<file path="config.mk">
export PLATFORM = sky130hd
export DESIGN_NAME = multicycle_ctrl
export DESIGN_NICKNAME = d
export VERILOG_FILES = /design/src/rtl/multicycle_ctrl.sv
export SDC_FILE = /design/constraint.sdc
export NUM_CORES = 1
export LEC_CHECK = 0
export ABC_AREA = 0
export CAP_MARGIN = 15
export CORE_MARGIN = 2
export CORE_UTILIZATION = 40
export CTS_CLUSTER_SIZE = 28
export DETAILED_ROUTE_END_ITERATION = 12
export PLACE_DENSITY = 0.71
export SLEW_MARGIN = 20
export SYNTH_ARGS = -nofsm -noshare
export SYNTH_HDL_FRONTEND = slang
export SYNTH_SLANG_ARGS = --single-unit
</file>
<file path="constraint.sdc">
create_clock -name clk -period 3.3 [get_ports clk]
set_input_delay 0.99 -clock clk [delete_from_list [all_inputs] [get_ports clk]]
set_output_delay 0.99 -clock clk [all_outputs]
set_load 0.02 [all_outputs]
</file>
<file path="src/rtl/multicycle_ctrl.sv">
// rtl/multicycle_ctrl.sv - multicycle CPU control FSM with retired-instruction counter
module multicycle_ctrl #(
    parameter int RETIRE_W = 32
) (
    input  logic                clk,
    input  logic                reset,
    input  logic [5:0]          opcode,
    input  logic [5:0]          funct,
    input  logic                Zero,
    output logic [1:0]          NPCOp,
    output logic [2:0]          ALUOp,
    output logic [1:0]          A3WRSel,
    output logic [1:0]          WDSel,
    output logic                EXTOp,
    output logic                RFWE,
    output logic                ALUBSel,
    output logic                DMWr,
    output logic                PCWr,
    output logic                IRWr,
    output logic [2:0]          state,
    output logic                illegal,
    output logic [RETIRE_W-1:0] retired
);

    typedef enum logic [2:0] {
        S_FETCH  = 3'b000,
        S_DECODE = 3'b001,
        S_EXEC   = 3'b010,
        S_MEM    = 3'b011,
        S_WB     = 3'b100
    } state_t;

    typedef enum logic [3:0] {
        I_ADDU, I_SUBU, I_JR, I_NOP, I_ORI, I_LW, I_SW, I_BEQ, I_LUI, I_JAL, I_ILL
    } instr_t;

    state_t                state_q, state_d;
    logic [RETIRE_W-1:0]   retired_q, retired_d;
    instr_t                instr;
    logic [2:0]            alu_op_dec;
    logic                  alu_bsel_dec;
    logic                  ext_dec;
    logic                  alu_drive;

    always_comb begin
        instr        = I_ILL;
        alu_op_dec   = 3'b000;
        alu_bsel_dec = 1'b0;
        ext_dec      = 1'b0;
        case (opcode)
            6'b000000: begin
                case (funct)
                    6'b100001: instr = I_ADDU;
                    6'b100011: begin instr = I_SUBU; alu_op_dec = 3'b001; end
                    6'b001000: instr = I_JR;
                    6'b000000: instr = I_NOP;
                    default:   instr = I_ILL;
                endcase
            end
            6'b001101: begin instr = I_ORI; alu_op_dec = 3'b010; alu_bsel_dec = 1'b1; end
            6'b100011: begin instr = I_LW;  alu_bsel_dec = 1'b1; ext_dec = 1'b1; end
            6'b101011: begin instr = I_SW;  alu_bsel_dec = 1'b1; ext_dec = 1'b1; end
            6'b000100: begin instr = I_BEQ; alu_op_dec = 3'b001; ext_dec = 1'b1; end
            6'b001111: begin instr = I_LUI; alu_op_dec = 3'b011; alu_bsel_dec = 1'b1; end
            6'b000011: instr = I_JAL;
            default:   instr = I_ILL;
        endcase
    end

    always_comb begin
        state_d   = S_FETCH;
        NPCOp     = 2'b00;
        ALUOp     = 3'b000;
        A3WRSel   = 2'b00;
        WDSel     = 2'b00;
        EXTOp     = 1'b0;
        RFWE      = 1'b0;
        ALUBSel   = 1'b0;
        DMWr      = 1'b0;
        PCWr      = 1'b0;
        IRWr      = 1'b0;
        illegal   = 1'b0;
        alu_drive = 1'b0;
        case (state_q)
            S_FETCH: begin
                IRWr    = 1'b1;
                state_d = S_DECODE;
            end
            S_DECODE: begin
                if (instr == I_NOP || instr == I_ILL) begin
                    PCWr    = 1'b1;
                    illegal = (instr == I_ILL);
                    state_d = S_FETCH;
                end else if (instr == I_JAL) begin
                    state_d = S_WB;
                end else begin
                    state_d = S_EXEC;
                end
            end
            S_EXEC: begin
                alu_drive = 1'b1;
                if (instr == I_BEQ) begin
                    PCWr    = 1'b1;
                    NPCOp   = Zero ? 2'b01 : 2'b00;
                    state_d = S_FETCH;
                end else if (instr == I_JR) begin
                    PCWr    = 1'b1;
                    NPCOp   = 2'b11;
                    state_d = S_FETCH;
                end else if (instr == I_LW || instr == I_SW) begin
                    state_d = S_MEM;
                end else begin
                    state_d = S_WB;
                end
            end
            S_MEM: begin
                alu_drive = 1'b1;
                if (instr == I_SW) begin
                    DMWr    = 1'b1;
                    PCWr    = 1'b1;
                    state_d = S_FETCH;
                end else begin
                    state_d = S_WB;
                end
            end
            S_WB: begin
                alu_drive = 1'b1;
                RFWE      = 1'b1;
                PCWr      = 1'b1;
                state_d   = S_FETCH;
                case (instr)
                    I_ADDU, I_SUBU: A3WRSel = 2'b01;
                    I_LW:           WDSel   = 2'b01;
                    I_JAL: begin
                        A3WRSel = 2'b10;
                        WDSel   = 2'b10;
                        NPCOp   = 2'b10;
                    end
                    default: ;
                endcase
            end
            default: state_d = S_FETCH;
        endcase

        if (alu_drive) begin
            ALUOp   = alu_op_dec;
            ALUBSel = alu_bsel_dec;
            EXTOp   = ext_dec;
        end

        // Reset overrides the FETCH-state IRWr and any in-flight commit strobes.
        if (!reset) begin
            NPCOp   = 2'b00;
            ALUOp   = 3'b000;
            A3WRSel = 2'b00;
            WDSel   = 2'b00;
            EXTOp   = 1'b0;
            RFWE    = 1'b0;
            ALUBSel = 1'b0;
            DMWr    = 1'b0;
            PCWr    = 1'b0;
            IRWr    = 1'b0;
            illegal = 1'b0;
        end

        retired_d = retired_q + {{(RETIRE_W-1){1'b0}}, (PCWr & ~illegal)};
    end

    always_ff @(posedge clk or negedge reset) begin
        if (!reset) begin
            state_q   <= S_FETCH;
            retired_q <= '0;
        end else begin
            state_q   <= state_d;
            retired_q <= retired_d;
        end
    end

    assign state   = state_q;
    assign retired = retired_q;

endmodule

</file>
==> impl_metrics.env <==
export IMPL_hold_path_class="reg2reg"
export IMPL_ant_nets=0
export IMPL_drv_cap=0
export IMPL_grt_overflow=0
export IMPL_nets=334
export IMPL_worstPathArrival_ns=2.50
export IMPL_cts_buffers_inserted=5
export IMPL_cts_root_buffer="clkbuf_8"
export IMPL_routed_via_density=5.14
export IMPL_core_um2=4790
export IMPL_async_flop_share_pct=100
export IMPL_fmax_mhz=287
export IMPL_grt_util_all_layers_pct=19.7
export IMPL_p_leak_nw=1.62
export IMPL_die_w_um=74.9
export IMPL_setup_tns_ns=-1.30
export IMPL_cts_sinks=35
export IMPL_dieArea_um2=5620
export IMPL_ys_ff_latch=35
export IMPL_htree_levels=2
export IMPL_failed_checks="negative setup slack"
export IMPL_dpl_hpwl_um=3960
export IMPL_dominantRegCellSynth="dfrtp_1"
export IMPL_max_slew_margin_pct=55.0
export IMPL_detail_route_wl_per_cell_um=14.6
export IMPL_peakVddDrop_mv=0.262
export IMPL_hold_viol=0
export IMPL_cp_start_kind="input port"
export IMPL_syn_nets=215
export IMPL_drt_first_pass_iters=4
export IMPL_critical_path_peak_fanout=3
export IMPL_power_total_mw=1.09
export IMPL_crit_type="in2out"
export IMPL_status="complete, but fails checks"
export IMPL_setup_slack_ns=-0.190
export IMPL_io_pin_count=66
export IMPL_syn_inst=198
export IMPL_crit_path_end_kind="output pin"
export IMPL_routed_wl_um=5620
export IMPL_cts_tree="yes"
export IMPL_powerDensity_nw_per_um2=314
export IMPL_initial_core_util_pct=42.1
export IMPL_ys_seq_area_share_pct=43.5
export IMPL_portBuffers=64
export IMPL_r2r_cells=13
export IMPL_grt_max_degree=23
export IMPL_clk_pin_slew_worst_paths_ns=0.07
export IMPL_vias=1977
export IMPL_fin_crit_sh_pct=106
export IMPL_synth_cell_types=49
export IMPL_cp_required_ns=2.31
export IMPL_antenna_found_initial=0
export IMPL_synthToLayoutAreaGrowth_pct=73.2
export IMPL_finalCriticalPeriod_ns=3.49
export IMPL_num_rows=25
export IMPL_syn_cell_area_um2=2010
export IMPL_yosys_warnings=0
export IMPL_grt_pass1_wl_um=8450
export IMPL_synth_edf_count=0
export IMPL_worstSkewPairLatency_ns=0.28
export IMPL_fp_dieH_um=74.9
export IMPL_drt_iter0_drc=29
export IMPL_grt_setup_unrepaired="true"
export IMPL_fin_skew_ns=0.00928
export IMPL_cts_hold_fix_buffers=0
export IMPL_cts_buffer_depth=2
export IMPL_tightest_slew_ns=0.673
export IMPL_whs_path_depth=1
export IMPL_slew_violations=0
export IMPL_avgSynthCellArea_um2=10.2
export IMPL_drive_gt1_share_pct=40.3
export IMPL_diodes=0
export IMPL_drc=0
export IMPL_grt_pass1_vias=1816
export IMPL_setup_viol=17
export IMPL_gp_congestion=0.865
-- cell usage after synthesis (all sizes together) (2+ instances only) --
master | count | area, um2
and3b | 3 | 26.3
a22o | 2 | 17.5
nor2 | 16 | 60.1
nand3b | 3 | 26.3
nor4 | 4 | 61.3
nor3 | 12 | 80.1
xor2 | 10 | 87.6
or2 | 3 | 18.8
buf | 2 | 12.5
and3 | 4 | 25.0
and4 | 4 | 35.0
nand2b | 5 | 31.3
and2 | 3 | 18.8
a21oi | 3 | 15.0
a211oi | 2 | 15.0
dfrtp | 35 | 876
inv | 6 | 22.5
nor3b | 3 | 22.5
nor2b | 4 | 25.0
nand3 | 11 | 55.1
o21ai | 5 | 25.0
nand2 | 13 | 51.3
xnor2 | 20 | 175
nand4 | 7 | 50.1
ha | 2 | 25.0
nor4b | 2 | 38.8
-- placed cells by master, fill, tap and decap left out, types with 4 or more instances in the layout --
cell type / count
clkdlybuf4s15_1: 4
nand3_2: 4
nor2b_1: 4
nor3_1: 7
buf_2: 5
nand2b_1: 4
dlygate4sd2_1: 5
xor2_1: 10
clkdlybuf4s50_1: 36
nand4_1: 6
buf_6: 15
dfrtp_1: 35
nand3_1: 6
and4_1: 4
inv_1: 6
nor2_1: 7
clkbuf_8: 5
buf_4: 43
nor2_4: 6
nand2_1: 8
xnor2_1: 18
-- cell type report --
type	count	area, um2
Multi-Input combinational cell	154	1380
Fill cell	338	1300
Timing Repair Buffer	115	1040
Sequential cell	35	876
Tap cell	67	83.8
Clock buffer	7	76.3
Inverter	6	22.5
Clock inverter	1	5.00
-- power by group --
group          switching [mW]  internal (mW)  leakage (nW)
Clock                   0.144          0.148        0.0422
Sequential             0.0256          0.448         0.469
Combinational           0.161          0.165          1.11
-- final timing paths --
path	start	endpoint	slack, ns
worst max-delay path	opcode[5]	PCWr	-0.19
worst min register to register	retired[31]	retired[31]	0.47
worst min-delay path	retired[31]	retired[31]	0.47
min in group asynchronous	reset	retired[5]	0.64
max in group asynchronous	reset	retired[9]	2.17
worst max register to register	state[0]	retired[31]	0.57
-- routing by layer --
| layer | wire (um) | up-vias | track usage [%] |
|---|---|---|---|
| met5 | 0 | - | 0 |
| met4 | 97 | 0 | 4.96 |
| met3 | 266 | 12 | 4.15 |
| met2 | 2690 | 60 | 32.2 |
| met1 | 2560 | 959 | 26.7 |
| li1 | - | 946 | - |
-- registers in the layout, summed over array words and instances, names as in the netlist --
| register | flops |
|---|---|
| retired | 32 |
| state | 3 |
-- kinds of logic after synthesis --
kind of cell | synth area share, %
AOI/OAI and AO/OA | 7.21
xor gates and xnor gates | 13.1
buffers and inverters | 1.93
DFF | 43.5
adders and majority gates | 1.24
other | 0.186
muxes | 0.497
and+or+nand+nor | 32.4
-- per-stage QoR --
stage	setup WS, ns	hold slack, ns	instances	cell area (um2)	utilization, %
after floorplan	-0.135	0.578	198	2060	-
after global placement	-0.979	0.459	364	3040	63.6
after detailed placement	-0.991	0.469	364	3040	63.6
after CTS	-0.0813	0.478	377	3260	68.1
after global routing	-0.295	0.478	385	3490	72.8
final	-0.190	0.470	385	3490	72.8
-- what timing repair did --
action	CTS	global route
buffers inserted	5	10
pin swaps	22	28
resized for setup	112	41
cloned	0	0
endpoints found under the setup margin	40	38
-- worst max-delay path, stage by stage --
cell	delay, ns
buf_6	0.09
buf_6	0.12
nor4_4	0.32
buf_4	0.18
nand2_2	0.05
a41oi_2	0.20
nor2_2	0.06
o31a_1	0.34
buf_6	0.15
(Power assumes the default switching activity.)
